[config.mk]
export PLATFORM = sky130hd
export DESIGN_NAME = memory_stage
export DESIGN_NICKNAME = d
export VERILOG_FILES = /design/src/rtl/memory_stage.sv
export SDC_FILE = /design/constraint.sdc
export NUM_CORES = 1
export LEC_CHECK = 0
export CAP_MARGIN = 20
export CORE_AREA = 2 2 134 136
export DETAILED_ROUTE_END_ITERATION = 6
export DIE_AREA = 0 0 136 138
export GPL_TIMING_DRIVEN = 0
export PLACE_DENSITY = 0.82
export SLEW_MARGIN = 20
export SYNTH_ARGS = -nofsm -noshare
export SYNTH_HDL_FRONTEND = slang
export SYNTH_SLANG_ARGS = --single-unit
[constraint.sdc]
create_clock -name clk -period 12.03 [get_ports clk]
set_clock_uncertainty 0.15 [all_clocks]
set_input_delay 2.406 -clock clk [delete_from_list [all_inputs] [get_ports clk]]
set_output_delay 2.406 -clock clk [all_outputs]
set_load 0.01 [all_outputs]
[src/rtl/memory_stage.sv]
// memory_stage: RV32 memory stage with ready-based data bus, load/store formatting and branch resolution
module memory_stage (
  input  logic        clk,
  input  logic        rst,
  input  logic        en,
  input  logic        flush,
  input  logic        ex_valid,
  input  logic [31:0] pc,
  input  logic        dread,
  input  logic [1:0]  dwrite,
  input  logic [1:0]  reg_wr_mem,
  input  logic        reg_wr_mem_signed,
  input  logic [31:0] alu_out,
  input  logic [31:0] rdat2,
  input  logic        alu_zero,
  input  logic        branch_pol,
  input  logic [1:0]  pc_ctrl,
  input  logic [31:0] pc_plus_imm,
  input  logic        branch_predict,
  input  logic [31:0] branch_target,
  output logic        dmem_ren,
  output logic        dmem_wen,
  output logic [31:0] dmem_addr,
  output logic [3:0]  dmem_wstrb,
  output logic [31:0] dmem_wdata,
  input  logic [31:0] dmem_rdata,
  input  logic        dmem_ready,
  output logic        mem_stall,
  output logic [31:0] load_data,
  output logic        load_valid,
  output logic        misaligned,
  output logic        mispredict,
  output logic [31:0] redirect_pc
);
  typedef enum logic [1:0] {IDLE, ACCESS, DONE} state_t;
  state_t      state, state_nx;
  logic        start, flushed, ren_q, wen_q, sgn_q, acc, v, taken;
  logic [1:0]  size_q, off_q;
  logic [3:0]  wstrb_c, wstrb_q;
  logic [31:0] wdata_c, wdata_q, addr_q, sh, fmt, target;
  assign misaligned = ex_valid & ((dread & (reg_wr_mem == 2'd1 ? alu_out[0] : (reg_wr_mem[1] & (|alu_out[1:0]))))
                    | (dwrite == 2'b10 ? alu_out[0] : ((dwrite == 2'b11) & (|alu_out[1:0]))));
  assign start = ex_valid & ~flush & (dread | (|dwrite)) & ~misaligned;
  assign acc = state == ACCESS;
  always_comb begin
    wstrb_c = dwrite == 2'b01 ? 4'b0001 << alu_out[1:0] : dwrite == 2'b10 ? 4'b0011 << alu_out[1:0] :
              dwrite == 2'b11 ? 4'b1111 : 4'b0000;
    wdata_c = dwrite == 2'b01 ? {4{rdat2[7:0]}} : dwrite == 2'b10 ? {2{rdat2[15:0]}} : rdat2;
    sh = dmem_rdata >> {off_q, 3'b000};
    fmt = size_q == 2'd0 ? {{24{sgn_q & sh[7]}}, sh[7:0]} :
          size_q == 2'd1 ? {{16{sgn_q & sh[15]}}, sh[15:0]} : dmem_rdata;
    state_nx = state == IDLE ? (start ? ACCESS : IDLE) :
               acc ? (dmem_ready ? ((flushed | flush) ? IDLE : DONE) : ACCESS) :
               ((en | flush) ? IDLE : DONE);
    mem_stall = state == IDLE ? start : acc & ~dmem_ready;
  end
  assign dmem_ren   = acc & ren_q;
  assign dmem_wen   = acc & wen_q;
  assign dmem_addr  = acc ? addr_q : 32'd0;
  assign dmem_wstrb = acc ? wstrb_q : 4'd0;
  assign dmem_wdata = acc ? wdata_q : 32'd0;
  always_ff @(posedge clk) begin
    if (rst) begin
      state <= IDLE;
      flushed <= 1'b0;
      load_data <= 32'd0;
      load_valid <= 1'b0;
      ren_q <= 1'b0;
      wen_q <= 1'b0;
    end else begin
      state <= state_nx;
      if (state == IDLE && start) begin
        ren_q <= dread;
        wen_q <= |dwrite;
        sgn_q <= reg_wr_mem_signed;
        size_q <= reg_wr_mem;
        off_q <= alu_out[1:0];
        addr_q <= {alu_out[31:2], 2'b00};
        wstrb_q <= wstrb_c;
        wdata_q <= wdata_c;
        flushed <= 1'b0;
        load_valid <= 1'b0;
      end
      if (acc && flush) flushed <= 1'b1;
      if (acc && dmem_ready) begin
        load_data <= fmt;
        load_valid <= ren_q & ~(flushed | flush);
      end
      if (state == DONE && (en || flush)) load_valid <= 1'b0;
    end
  end
  // Branch outcome is only meaningful for a live, unflushed instruction
  assign v = ex_valid & ~flush;
  assign taken = v & (pc_ctrl == 2'd1 ? alu_zero ^ branch_pol : pc_ctrl[1]);
  assign target = pc_ctrl == 2'd3 ? alu_out & ~32'd1 : pc_plus_imm;
  assign mispredict = v & ((taken != branch_predict) | (taken & (target != branch_target)));
  assign redirect_pc = taken ? target : pc + 32'd4;
endmodule

==> results.cfg, run 1 <==
[die]
io_pins = 347
rows = 49
fp.dieH_um = 138
dieArea_mm2 = 0.0188
start_util_pct = 41.3
die_x_um = 136
core-area_mm2 = 0.0175

[detailed_routing]
drc_errors = 0
antenna_left = 0
drt-pass1-iter-count = 7
via_per_inst = 5.41
drt_iter0_markers = 496
vias = 7573
wl_per_cell_um = 20.1
routed_wl_mm = 28.1

[critical_path]
r2r_start = state[0]$_SDFF_PP0_
cp-end-kind = output pin
startpoint = pc[2]
critPathKind = input pin to output pin
r2r_cells = 6
critPathMaxFanout = 5
start_kind = input pin
arrival_ps = 5080
endpoint = redirect_pc[16]
cp.required_ps = 9470
reg2reg_to = addr_q[5]$_DFFE_PP_
r2r_setup_slack_ps = 9460

[clocking]
cts_resized = 0
cts_buffer_depth = 2
clkTransAtPathRegs_ps = 80
cts_max_level = 3
ctsHoldBuffers = 0
insertion_delay_ps = 360
cts_tree = yes
cts_setup_buffers = 0
numCtsBuffers = 9
cts-root-buf = clkbuf_16
cts_sinks = 109

[timing]
fin_crit_sh_pct = 63.5
setup_viol = 0
setup_ws_ps = 4400
drv_slew = 0
min_period_ps = 7630
rsz0062_at_grt = no
relSlewSlack_pct = 28.0
setup_tns_ps = 0
worst_slew_pin_slew_ps = 1070
timing.hold.ws_ps = 305
hold_violations = 0
max_freq_mhz = 131

[finish]
n_fill_cell = 1495
drive_above_1_share_pct = 6.24
nets = 1379
antenna_cells = 0
stdcell_count = 1399
area_growth_syn_to_layout_pct = 57.1

[power_and_ir_drop]
power.leakage_uw = 0.00413
ir_drop_mv = 0.0608
power_uw = 1020
p_per_area_mw_per_mm2 = 89.3

[status]
status = finished clean

[synth]
synth_seq_cells = 109
ys_types = 67
syn_inst = 808
syn_avg_cell_area_um2 = 8.96
ys_warn_count = 0
ys.flop_type = edfxtp_1
synth-edff-count = 71
yosysSeqAreaShare_pct = 40.0
netlist_area_mm2 = 0.00724
async_flop_share_pct = 0

[global_route]
grt_first_pass_wirelength_mm = 42.1
grt_overflow_total = 0
grt_pass1_vias = 7596
grt_max_degree = 24
grt_antenna_before_repair = 0
grt_util_all_layers_pct = 29.4

[placed_design]
place_inst = 1383
dpl.hpwl_mm = 23.3
portBuffers = 342
place_congestion = 0.975
post-place-ws_ps = 4430

[hold_path]
hp-class = register to register
hold_start = load_data[0]$_SDFFE_PP0P_

[run]
cap_violations = 0
[through the flow]
step | util, % | instance area [um2]
finish | 64.9 | 11400
global route | 64.9 | 11400
CTS | 64.9 | 11400
detailed placement | 63.0 | 11000
global placement | 62.5 | 11000
floorplan | - | 7240
[critical path, stage by stage]
cell	delay, ps
clkdlybuf4s50_1	540
ha_1	210
and3_1	160
buf_2	170
and4_1	300
nor2b_1	180
xnor2_1	150
nor2_1	60
a31oi_1	290
clkdlybuf4s50_1	600
[logic make-up after synthesis]
logic type      synth area share [%]
simple gates                    23.5
compound gates                  17.6
flops                           40.0
buf+inv                         5.01
xor+xnor                        7.02
mux                             5.81
fa+ha+maj                       1.00
other cells                   0.0518
[layout make-up]
type / count / area (um2) / area share, %
inverters: 33 / 124 / 1.09
flip-flops and latches: 109 / 2890 / 25.4
clock buffers: 9 / 225 / 1.98
multi-input cells: 617 / 4000 / 35.1
repair buffers: 345 / 3510 / 30.8
well taps: 229 / 287 / 2.52
clock inverters: 7 / 104 / 0.913
plain buffers: 50 / 239 / 2.10
[routing by layer]
metal	wire length, um	track usage (%)	vias to the layer above
met1	10100	33.1	3471
met5	0	0	-
met2	14200	52.0	434
met3	2460	6.45	80
li1	-	-	3588
met4	1290	14.1	0
[registers in the layout, summed over array words and instances, names as in the netlist]
| signal | flops |
|---|---|
| load_data | 32 |
| wdata_q | 32 |
| addr_q | 30 |
| wstrb_q | 4 |
| off_q | 2 |
| size_q | 2 |
| state | 2 |
| flushed | 1 |
| load_valid | 1 |
| ren_q | 1 |
| sgn_q | 1 |
| wen_q | 1 |
[worst min path at each step]
stage	endpoint	slack [ps]	depth (start not counted)
finish	load_data[0]$_SDFFE_PP0P_	300	2
global placement	load_data[0]$_SDFFE_PP0P_	290	2
floorplan	ren_q$_SDFFE_PP0P_	300	2
detailed placement	load_data[0]$_SDFFE_PP0P_	300	2
CTS	load_data[0]$_SDFFE_PP0P_	310	2
global route	load_data[6]$_SDFFE_PP0P_	320	2
[synthesized netlist by cell type (all sizes together), types with 4 or more instances]
cell type	count	area, um2
nor2b	31	194
nand3	16	80.1
a31oi	14	103
edfxtp	71	2130
a22oi	8	60.1
dfxtp	38	761
nand2b	4	25.0
xnor2	27	236
nor3	9	50.1
and2	72	453
xor2	31	272
clkbuf	31	116
o22ai	10	62.6
or2	4	25.0
nand4	8	86.3
ha	5	62.6
nor4	6	65.1
buf	19	123
nor2	75	284
nand2	91	349
mux2i	24	240
a21oi	49	249
o21a	12	97.6
inv	33	124
o221ai	11	96.3
a2111oi	5	62.6
mux2	16	180
o21ai	16	80.1
a211oi	35	263
o211ai	6	45.0
[placed cells by master, fill, tap and decap left out, drive strengths merged, types with 3 or more instances in the layout]
cell type	n
o211ai	6
nand4	8
xnor2	27
a21oi	49
dfxtp	38
nand2b	4
xor2	31
nor3	9
and4	3
nor2	75
a2111oi	5
nand2	91
edfxtp	71
mux2	16
mux2i	24
a311oi	3
a31oi	14
nor3b	3
or2	4
inv	37
nand3	16
a22oi	8
nor4	6
buf	22
o22ai	10
a211oi	35
and2	72
nor2b	31
clkdlybuf4s50	342
o21ai	16
clkbuf	40
o221ai	11
ha	5
o21a	12
[power breakdown]
| group | switching (uW) | internal [uW] |
|---|---|---|
| Combinational | 125 | 141 |
| Clock | 150 | 187 |
| Sequential | 3.25 | 409 |
Note: power is estimated with default switching activity, not from simulation.
==> inputs of run 2 (changes only) <==
--- a/config.mk
+++ b/config.mk
@@ -6,9 +6,9 @@
 export NUM_CORES = 1
 export LEC_CHECK = 0
 export CAP_MARGIN = 20
-export CORE_AREA = 2 2 134 136
+export CORE_MARGIN = 2
+export CORE_UTILIZATION = 42
 export DETAILED_ROUTE_END_ITERATION = 6
-export DIE_AREA = 0 0 136 138
 export GPL_TIMING_DRIVEN = 0
 export PLACE_DENSITY = 0.82
 export SLEW_MARGIN = 20
==> constraint.sdc (replaced) <==
create_clock -name clk -period 7.2 [get_ports clk]
set_clock_uncertainty 0.15 [all_clocks]
set_input_delay 1.44 -clock clk [delete_from_list [all_inputs] [get_ports clk]]
set_output_delay 1.44 -clock clk [all_outputs]
set_load 0.01 [all_outputs]
==> results.cfg, run 2 (synthesized netlist as in run 1, its figures left out) <==
[global_route]
grt_antenna_before_repair = 2
grt_max_degree = 27
grt_first_pass_wirelength_mm = 42.3
grt_pass1_vias = 7497
grt_overflow_total = 0
grt_util_all_layers_pct = 30.6

[die]
rows = 48
dieArea_mm2 = 0.0183
fp.dieH_um = 135
die_x_um = 135
io_pins = 347
core-area_mm2 = 0.0171
start_util_pct = 42.4

[timing]
worst_slew_pin_slew_ps = 778
relSlewSlack_pct = 47.9
fin_crit_sh_pct = 80.2
max_freq_mhz = 173
rsz0062_at_grt = no
drv_slew = 0
hold_violations = 0
min_period_ps = 5770
timing.hold.ws_ps = 309
setup_viol = 0

[detailed_routing]
drt_iter0_markers = 709
drc_errors = 0
antenna_left = 0
vias = 7735
drt-pass1-iter-count = 5
via_per_inst = 5.54
wl_per_cell_um = 20.5
routed_wl_mm = 28.7

[finish]
antenna_cells = 0
drive_above_1_share_pct = 6.15
fin_area_mm2 = 0.0113
reg_top3 = load_data (32), wdata_q (32), addr_q (30)
stdcell_count = 1395
final_common_cell = clkdlybuf4s50_1
area_growth_syn_to_layout_pct = 56.2
n_fill_cell = 1401
nets = 1379
layout_common_cells = clkdlybuf4s50_1, nand2_1, nor2_1, and2_1, edfxtp_1

[critical_path]
critPathKind = input pin to output pin
cp-end-kind = output pin
arrival_ps = 4180
cp.required_ps = 5610
start_kind = input pin
critPathMaxFanout = 10

[clocking]
cts_sinks = 109
insertion_delay_ps = 340
cts_max_level = 3
cts_tree = yes
cts_setup_buffers = 0
ctsHoldBuffers = 0
cts_buffer_depth = 2
numCtsBuffers = 9
clkTransAtPathRegs_ps = 80
cts_resized = 0
cts-root-buf = clkbuf_16

[status]
status = finished clean

[run]
cap_violations = 0

[placed_design]
place_inst = 1379
dpl_cell_area_mm2 = 0.0110
dpl.hpwl_mm = 23.6
place_congestion = 0.989
portBuffers = 342

[power_and_ir_drop]
ir_drop_mv = 0.105
p_per_area_mw_per_mm2 = 143
power.leakage_uw = 0.00410
power_uw = 1610

[hold_path]
hp-class = register to register
-- run 2: cell types whose count changed in the layout (fill, tap and decap cells not counted), sizes merged --
| cell | before | now |
|---|---|---|
| clkinv | 1 | 3 |
| bufinv | 2 | 0 |
| clkbuf | 40 | 41 |
| inv | 37 | 36 |
-- run 2: layout make-up --
class	instances	area, um2	area share [%]
Buffer	50	239	2.11
Clock inverter	6	45.0	0.398
Sequential cell	109	2890	25.6
Multi-Input combinational cell	617	4000	35.4
Tap cell	225	282	2.49
Inverter	33	124	1.10
Clock buffer	10	229	2.03
Timing Repair Buffer	345	3490	30.9
-- run 2: critical path, cell delays in order --
cell and delay [ps]:
clkdlybuf4s50_1 470, xor2_1 260, a21oi_1 180, nor2_1 310, buf_2 300, buf_1 440, a31oi_1 230, clkdlybuf4s50_1 540
-- run 2: final timing paths --
path / depth (start not counted) / end / slack (ps) / start
max: 8 / redirect_pc[18] / 1430 / branch_pol
min: 2 / load_data[1]$_SDFFE_PP0P_ / 310 / load_data[1]$_SDFFE_PP0P_
max reg2reg: 7 / load_data[25]$_SDFFE_PP0P_ / 4890 / state[0]$_SDFF_PP0_
min reg2reg: 2 / load_data[1]$_SDFFE_PP0P_ / 310 / load_data[1]$_SDFFE_PP0P_
-- run 2: stage by stage --
stage / utilization (%) / setup TNS, ps / setup slack [ps]
after CTS: 66.2 / 0 / 1480
after global routing: 66.3 / 0 / 1320
after global placement: 64.2 / -67240 / -952
after floorplan: - / 0 / 1330
after detailed placement: 64.6 / 0 / 1490
final: 66.3 / 0 / 1430
-- run 2: per-layer routing --
| layer | track usage (%) | up-vias | share of wire, % |
|---|---|---|---|
| li1 | - | 3582 | - |
| met3 | 5.57 | 69 | 8.1 |
| met2 | 53.9 | 437 | 50 |
| met5 | 0 | - | 0.045 |
| met4 | 11.5 | 2 | 3.8 |
| met1 | 37.2 | 3645 | 39 |
-- run 2: power by group --
| group | total (uW) | switching (uW) | internal (uW) |
|---|---|---|---|
| Clock | 477 | 238 | 239 |
| Combinational | 447 | 211 | 236 |
| Sequential | 689 | 5.56 | 684 |
==> inputs of run 3 (changes only) <==
==> constraint.sdc (replaced) <==
create_clock -name clk -period 5.8 [get_ports clk]
set_clock_uncertainty 0.15 [all_clocks]
set_input_delay 1.16 -clock clk [delete_from_list [all_inputs] [get_ports clk]]
set_output_delay 1.16 -clock clk [all_outputs]
set_load 0.01 [all_outputs]
==> results of run 3 <==
The final DEF is identical to that of run 2. Status: finished clean.
Among the figures that moved: setup slack after placement 1490 ps -> 650 ps; setup slack after layout 1430 ps -> 586 ps; register-to-register setup slack 4890 ps -> 3490 ps; total power 1610 uW -> 2000 uW; worst IR drop on VDD 0.105 mV -> 0.131 mV
